**config.mk**
```make
export PLATFORM = sky130hd
export DESIGN_NAME = rf_burst_reader_flat
export DESIGN_NICKNAME = d
export VERILOG_FILES = /design/src/rtl/rf_burst_reader_pkg.sv /design/src/rtl/rf_burst_reader_if.sv /design/src/rtl/rf_burst_reader_out_stage.sv /design/src/rtl/rf_burst_reader.sv /design/src/flat_wrapper.sv
export SDC_FILE = /design/constraint.sdc
export NUM_CORES = 1
export LEC_CHECK = 0
export BUFFER_PORTS_ARGS = -buffer_cell sky130_fd_sc_hd__buf_4
export CAP_MARGIN = 20
export CORE_MARGIN = 2
export CORE_UTILIZATION = 40
export CTS_CLUSTER_SIZE = 24
export DETAILED_ROUTE_END_ITERATION = 6
export PLACE_DENSITY = 0.61
export SETUP_SLACK_MARGIN = 0.15
export SLEW_MARGIN = 10
export SYNTH_ARGS = -nofsm -noshare
export SYNTH_HDL_FRONTEND = slang
export SYNTH_SLANG_ARGS = --single-unit
```
**constraint.sdc**
```tcl
create_clock -name clk -period 2.3 [get_ports clk]
set_input_delay 0.69 -clock clk [delete_from_list [all_inputs] [get_ports clk]]
set_output_delay 0.69 -clock clk [all_outputs]
set_load 0.02 [all_outputs]
```
**src/rtl/rf_burst_reader_pkg.sv**
```systemverilog
// Shared types for the register-file burst reader.
// Latency: none (types and constants only).
// Backpressure: not applicable.
package rf_burst_pkg;

    // Default register-file address width; depth is 2**ADDR_WIDTH.
    localparam int unsigned RF_DEFAULT_ADDR_WIDTH = 4;

    typedef enum logic [1:0] {
        IDLE  = 2'd0,
        READ  = 2'd1,
        DRAIN = 2'd2,
        DONE  = 2'd3
    } state_t;

    // Number of words addressable with an address of the given width.
    function automatic int unsigned rf_depth(input int unsigned addr_width);
        return 32'd1 << addr_width;
    endfunction

endpackage

```
**src/rtl/rf_burst_reader_if.sv**
```systemverilog
// Command, register-file read port and output stream bundle for the burst reader.
// Latency: none (wires only).
// Backpressure: m_ready from the consumer throttles the stream.
interface rf_burst_reader_if #(
    parameter int DATA_WIDTH = 8,
    parameter int ADDR_WIDTH = 4
);
    logic                  start;
    logic [ADDR_WIDTH-1:0] base_addr;
    logic [ADDR_WIDTH:0]   len;
    logic                  busy;
    logic                  done;
    logic [ADDR_WIDTH-1:0] rf_r_addr;
    logic [DATA_WIDTH-1:0] rf_r_data;
    logic [DATA_WIDTH-1:0] m_data;
    logic                  m_valid;
    logic                  m_ready;
    logic                  m_last;

    // The burst reader itself.
    modport slave (
        input  start, base_addr, len, rf_r_data, m_ready,
        output busy, done, rf_r_addr, m_data, m_valid, m_last
    );

    // Whoever commands the reader and consumes its stream.
    modport master (
        output start, base_addr, len, rf_r_data, m_ready,
        input  busy, done, rf_r_addr, m_data, m_valid, m_last
    );
endinterface

```
**src/rtl/rf_burst_reader_out_stage.sv**
```systemverilog
// Output register of the burst stream: data, valid and last flag.
// Latency: one cycle from load_i to the registered outputs.
// Backpressure: holds its word while valid and not accepted; the parent only loads when free.
module rf_out_stage #(
    parameter int DATA_WIDTH = 8
) (
    input  logic                  clk,
    input  logic                  rst_n,
    input  logic                  load_i,
    input  logic                  accept_i,
    input  logic [DATA_WIDTH-1:0] data_i,
    input  logic                  last_i,
    output logic [DATA_WIDTH-1:0] m_data_o,
    output logic                  m_valid_o,
    output logic                  m_last_o
);
    logic [DATA_WIDTH-1:0] m_data_q;
    logic                  m_valid_q;
    logic                  m_last_q;

    // A load captures a new word; an accept without a load empties the stage.
    always_ff @(posedge clk) begin
        if (!rst_n) begin
            m_data_q  <= '0;
            m_valid_q <= 1'b0;
            m_last_q  <= 1'b0;
        end else if (load_i) begin
            m_data_q  <= data_i;
            m_valid_q <= 1'b1;
            m_last_q  <= last_i;
        end else if (accept_i) begin
            m_valid_q <= 1'b0;
            m_last_q  <= 1'b0;
        end
    end

    assign m_data_o  = m_data_q;
    assign m_valid_o = m_valid_q;
    assign m_last_o  = m_last_q;
endmodule

```
**src/rtl/rf_burst_reader.sv**
```systemverilog
// Walks a wrapping address range of a register file and streams the words out.
// Latency: first word valid one cycle after the start is taken, then one word per cycle.
// Backpressure: m_ready low freezes the output word and the address walk.
module rf_burst_reader
    import rf_burst_pkg::*;
#(
    parameter int DATA_WIDTH = 8,
    parameter int ADDR_WIDTH = RF_DEFAULT_ADDR_WIDTH
) (
    input  logic              clk,
    input  logic              rst_n,
    rf_burst_reader_if.slave  bus
);
    localparam logic [ADDR_WIDTH:0] DEPTH_LEN = (ADDR_WIDTH + 1)'(rf_depth(ADDR_WIDTH));
    localparam logic [ADDR_WIDTH:0] REM_ONE   = (ADDR_WIDTH + 1)'(1);

    state_t                state_q;
    logic [ADDR_WIDTH-1:0] rf_r_addr_q;
    logic [ADDR_WIDTH:0]   rem_q;
    logic                  busy_q;
    logic                  done_q;

    logic                  load;
    logic                  accept;
    logic                  last_word;
    logic [ADDR_WIDTH:0]   len_clamped;
    logic [DATA_WIDTH-1:0] m_data;
    logic                  m_valid;
    logic                  m_last;

    // A word is captured whenever the output register is free or being emptied.
    assign load      = (state_q == READ) && (!m_valid || bus.m_ready);
    assign accept    = (state_q == DRAIN) && m_valid && bus.m_ready;
    assign last_word = (rem_q == REM_ONE);
    // Lengths beyond the register-file depth would re-read words; cap at one full sweep.
    assign len_clamped = (bus.len > DEPTH_LEN) ? DEPTH_LEN : bus.len;

    // Burst sequencing, address walk and remaining-word count.
    // done is registered off the DONE state, so DONE holds for a second cycle
    // while the pulse is on the output, then returns to IDLE.
    always_ff @(posedge clk) begin
        if (!rst_n) begin
            state_q     <= IDLE;
            rf_r_addr_q <= '0;
            rem_q       <= '0;
            busy_q      <= 1'b0;
            done_q      <= 1'b0;
        end else begin
            case (state_q)
                IDLE: begin
                    if (bus.start) begin
                        busy_q <= 1'b1;
                        if (bus.len != '0) begin
                            rf_r_addr_q <= bus.base_addr;
                            rem_q       <= len_clamped;
                            state_q     <= READ;
                        end else begin
                            state_q <= DONE;
                        end
                    end
                end
                READ: begin
                    if (load) begin
                        rf_r_addr_q <= rf_r_addr_q + 1'b1;
                        rem_q       <= rem_q - 1'b1;
                        if (last_word) begin
                            state_q <= DRAIN;
                        end
                    end
                end
                DRAIN: begin
                    if (accept) begin
                        state_q <= DONE;
                    end
                end
                DONE: begin
                    if (!done_q) begin
                        done_q <= 1'b1;
                    end else begin
                        done_q  <= 1'b0;
                        busy_q  <= 1'b0;
                        state_q <= IDLE;
                    end
                end
                default: begin
                    state_q <= IDLE;
                end
            endcase
        end
    end

    rf_out_stage #(
        .DATA_WIDTH (DATA_WIDTH)
    ) u_out_stage (
        .clk       (clk),
        .rst_n     (rst_n),
        .load_i    (load),
        .accept_i  (accept),
        .data_i    (bus.rf_r_data),
        .last_i    (last_word),
        .m_data_o  (m_data),
        .m_valid_o (m_valid),
        .m_last_o  (m_last)
    );

    assign bus.busy      = busy_q;
    assign bus.done      = done_q;
    assign bus.rf_r_addr = rf_r_addr_q;
    assign bus.m_data    = m_data;
    assign bus.m_valid   = m_valid;
    assign bus.m_last    = m_last;
endmodule

```
**src/flat_wrapper.sv**
```systemverilog
// flat-port wrapper written by rule: the top's interface ports become plain ports
module rf_burst_reader_flat import rf_burst_pkg::*;
#(
    parameter int DATA_WIDTH = 8,
    parameter int ADDR_WIDTH = RF_DEFAULT_ADDR_WIDTH
)
  (clk, rst_n, bus_start, bus_base_addr, bus_len, bus_rf_r_data, bus_m_ready, bus_busy, bus_done, bus_rf_r_addr, bus_m_data, bus_m_valid, bus_m_last);
  rf_burst_reader_if #(.DATA_WIDTH(DATA_WIDTH), .ADDR_WIDTH(ADDR_WIDTH)) bus_i ();
  input  logic clk;
  input  logic rst_n;
  input wire logic [$bits(bus_i.start)-1:0] bus_start;
  input wire logic [$bits(bus_i.base_addr)-1:0] bus_base_addr;
  input wire logic [$bits(bus_i.len)-1:0] bus_len;
  input wire logic [$bits(bus_i.rf_r_data)-1:0] bus_rf_r_data;
  input wire logic [$bits(bus_i.m_ready)-1:0] bus_m_ready;
  output wire logic [$bits(bus_i.busy)-1:0] bus_busy;
  output wire logic [$bits(bus_i.done)-1:0] bus_done;
  output wire logic [$bits(bus_i.rf_r_addr)-1:0] bus_rf_r_addr;
  output wire logic [$bits(bus_i.m_data)-1:0] bus_m_data;
  output wire logic [$bits(bus_i.m_valid)-1:0] bus_m_valid;
  output wire logic [$bits(bus_i.m_last)-1:0] bus_m_last;
  assign bus_i.start = bus_start;
  assign bus_i.base_addr = bus_base_addr;
  assign bus_i.len = bus_len;
  assign bus_i.rf_r_data = bus_rf_r_data;
  assign bus_i.m_ready = bus_m_ready;
  assign bus_busy = bus_i.busy;
  assign bus_done = bus_i.done;
  assign bus_rf_r_addr = bus_i.rf_r_addr;
  assign bus_m_data = bus_i.m_data;
  assign bus_m_valid = bus_i.m_valid;
  assign bus_m_last = bus_i.m_last;
  rf_burst_reader #(.DATA_WIDTH(DATA_WIDTH), .ADDR_WIDTH(ADDR_WIDTH)) u_core (.clk(clk), .rst_n(rst_n), .bus(bus_i));
endmodule
```
==> results.py <==
metrics = {
    "cts": {
        "clock-sinks": 23,
        "cts_tree": "built",
        "cts_inserted_buffers": 3,
        "htreeDepth": 1,
        "clock_latency_ns": 0.31,
        "cts_resized": 0,
        "hold_buffers": 0,
        "post_cts_buffers": 0,
        "clkTransAtPathRegs_ns": 0.14,
        "ctsRootBufferMaster": "clkbuf_4",
        "cts_max_path_buffers": 2,
    },
    "critical_path": {
        "slowest_stage": "dfxtp_1",
        "end_kind": "register",
        "r2r-start": "u_core.state_q[0]$_SDFFE_PN0P_",
        "startpoint": "u_core.state_q[0]$_SDFFE_PN0P_",
        "critPathArrivalTime_ns": 2.12,
        "crit_type": "register to register",
        "crit_chain": "inv_1, ha_1, nor2b_4, a211o_1, o311ai_1, o31ai_1",
        "start_kind": "register",
        "critical_path.endpoint": "u_core.rem_q[2]$_SDFFE_PN0P_",
        "worstPathRequired_ns": 2.50,
        "r2r_cells": 6,
        "worst-path-stages": 6,
        "timing.critical_path.buf_inv": 1,
        "cp_max_fo": 8,
        "r2r_end": "u_core.rem_q[2]$_SDFFE_PN0P_",
        "cpPeakStageDelay_ns": 0.41,
        "r2r_slack_ns": 0.39,
        "critical-path-top-delay-family": "compound AO/OA/AOI/OAI gates",
    },
    "routing": {
        "drt-total-wl_um": 3010,
        "via_per_inst": 5.34,
        "vias": 1217,
        "drc_errors": 0,
        "dr.first_iter.drc_count": 48,
        "detail_route.first_pass.iterations": 4,
        "wl_per_cell_um": 13.2,
        "postRouteAntennaNets": 0,
    },
    "finish": {
        "syn2layout_area_growth_pct": 26.2,
        "n_antenna_cell": 0,
        "design_area_um2": 1600,
        "final_cells": 228,
        "final_layout_size_suffix_gt1_frac": 0.288,
        "fin_util": 0.529,
        "fin_nets": 213,
    },
    "synthesis": {
        "synth.yosys.seq_area_share": 0.363,
        "synth-compound-area-share": 0.267,
        "synthMuxAreaShare": 0.0158,
        "synth.most_common_cell": "dfxtp_1",
        "synth_cells": 149,
        "synthArstFlopShare": 0,
        "synth-main-ff-cell": "dfxtp_1",
        "syn_area_um2": 1270,
        "yosys-top-cells-count": "dfxtp_1 (23), a21oi_1 (17), nand2_1 (17), nand3_1 (11), nor2_1 (11)",
        "synth_top_area_share": 0.363,
        "yosys.area.top_type": "dfxtp_1",
        "ys_types": 40,
        "synthXorXnorAreaFrac": 0.00690,
        "ys_top_cells_by_area": "dfxtp_1 (36%), ha_1 (6.9%), a21oi_1 (6.7%)",
        "ys_warn_count": 0,
        "synth-simple-area-share": 0.219,
        "ys_ff_latch": 23,
        "synth_top_family_by_area": "compound AO/OA/AOI/OAI gates",
        "synth_edf_count": 0,
        "synth.net_count": 177,
        "synthAdderAreaFrac": 0.0690,
        "synth.avg_cell_area_um2": 8.52,
    },
    "timing": {
        "finalCritPeriodShare": 0.831,
        "hold_viol_final": 0,
        "max_slew.worst_pin.slew_ns": 0.412,
        "maxSlewHeadroom": 0.725,
        "max_freq_ghz": 0.523,
        "slew_violations": 0,
        "rsz0062_at_grt": "false",
        "fin_ws_ns": 0.390,
        "setup_viol": 0,
        "clock_skew_ns": 0.0125,
        "final.setup.tns_ns": 0,
        "fin_crit_ns": 1.91,
        "holdWs_ns": 0.463,
    },
    "floorplan": {
        "dieArea_um2": 3640,
        "start_util": 0.419,
        "die_h_um": 60.3,
        "io_pins": 37,
        "std_cell_rows": 20,
        "core-area_um2": 3030,
        "die_x_um": 60.3,
    },
    "power": {
        "p_sw_frac": 0.444,
        "power_frac_comb": 0.553,
        "p_switching_mw": 0.814,
        "p_per_area_nw_per_um2": 1140,
        "p_total_mw": 1.83,
        "leakage_nw": 0.665,
        "clkPwrFrac": 0.102,
        "p_int_mw": 1.02,
        "vdd_drop_max_uv": 529,
        "pwr-share-seq": 0.345,
    },
    "grt": {
        "grt_pass1_wl_um": 4750,
        "grt_max_degree": 14,
        "track_usage": 0.169,
        "grt-ovfl-total": 0,
        "antenna_found_initial": 0,
        "first_global_vias": 1106,
    },
    "placed_design": {
        "numPlacedInstances": 224,
        "io_buffers": 36,
        "dp_hpwl_um": 2240,
        "place_congestion": 0.818,
        "dpl_worst_slack_ns": 0.258,
        "place_area_um2": 1580,
    },
    "job": {
        "maxCapViolCount": 0,
    },
    "run_status": {
        "status": "complete, no violations",
    },
    "min_path": {
        "hold_class": "register to register",
    },
}
==> worst reg2reg max path, stage by stage, from the launching register on <==
cell	delay (ns)
dfxtp_1	0.41
inv_1	0.10
ha_1	0.30
nor2b_4	0.19
a211o_1	0.38
o311ai_1	0.32
o31ai_1	0.11
==> cells in the final DEF, fill, tap and decap left out, drive strengths merged, types with 2 or more instances in the layout <==
master / Yosys / layout
a211oi: 6 / 6
o2bb2ai: 2 / 2
nor2: 11 / 11
nor2b: 4 / 4
nand2: 18 / 18
o21ai: 5 / 5
buf: 6 / 40
a21oi: 17 / 17
dfxtp: 23 / 23
o31ai: 4 / 4
ha: 7 / 7
mux2i: 2 / 2
nand3: 11 / 11
o311ai: 3 / 3
clkbuf: 3 / 3
nor3: 3 / 3
inv: 7 / 7
==> final cells by class <==
cell class | count | area (um2)
fillers | 298 | 1430
multi-input cells | 110 | 733
flip-flops and latches | 23 | 460
repair buffers | 40 | 300
well taps | 44 | 55.1
inverters | 7 | 26.3
clock buffers | 3 | 22.5
clock inverters | 1 | 5.00
==> registers in the layout (all words and copies together), names as in the netlist <==
signal	cells
u_core.u_out_stage.m_data_o	8
u_core.bus.rf_r_addr	4
u_core.bus.done	1
u_core.u_out_stage.m_last_o	1
u_core.rem_q	5
u_core.bus.busy	1
u_core.u_out_stage.m_valid_o	1
u_core.state_q	2
==> power by group through the flow <==
stage	Clock, mW	Sequential [mW]	Combinational (mW)
6_report	0.187	0.633	1.01
5_1_grt	0.212	0.648	1.11
4_1_cts	0.195	0.631	1.02
3_5_place_dp	0	0.641	1.01
3_3_place_gp	0	0.636	1.01
2_1_floorplan	0	0.716	0.633
==> how the worst min path moves through the flow <==
stage,slack (ns),endpoint,depth (start not counted),from
5_1_grt,0.49,u_core.u_out_stage.m_data_o[2]$_SDFFE_PN0P_,2,u_core.u_out_stage.m_data_o[2]$_SDFFE_PN0P_
6_report,0.46,u_core.u_out_stage.m_data_o[2]$_SDFFE_PN0P_,2,u_core.u_out_stage.m_data_o[2]$_SDFFE_PN0P_
2_1_floorplan,0.46,u_core.rem_q[3]$_SDFFE_PN0P_,2,u_core.rem_q[3]$_SDFFE_PN0P_
3_5_place_dp,0.45,u_core.u_out_stage.m_data_o[6]$_SDFFE_PN0P_,2,u_core.u_out_stage.m_data_o[6]$_SDFFE_PN0P_
3_3_place_gp,0.44,u_core.u_out_stage.m_data_o[1]$_SDFFE_PN0P_,2,u_core.u_out_stage.m_data_o[1]$_SDFFE_PN0P_
4_1_cts,0.47,u_core.u_out_stage.m_data_o[6]$_SDFFE_PN0P_,2,u_core.u_out_stage.m_data_o[6]$_SDFFE_PN0P_
==> cells by family (layout without fill, tap and decap cells) <==
family	count (synthesis)	after routing
buffers and inverters	16	51
AOI/OAI and AO/OA	46	46
xor gates and xnor gates	1	1
and+or+nand+nor	54	54
adders and majority gates	7	7
muxes	2	2
DFF	23	23
==> per-layer routing <==
metal / GRT usage / wire, um
met5: 0 / 0
met4: 0.0603 / 15
met3: 0.0277 / 136
met2: 0.269 / 1460
met1: 0.232 / 1400
Power figures use the tool's default switching activity.
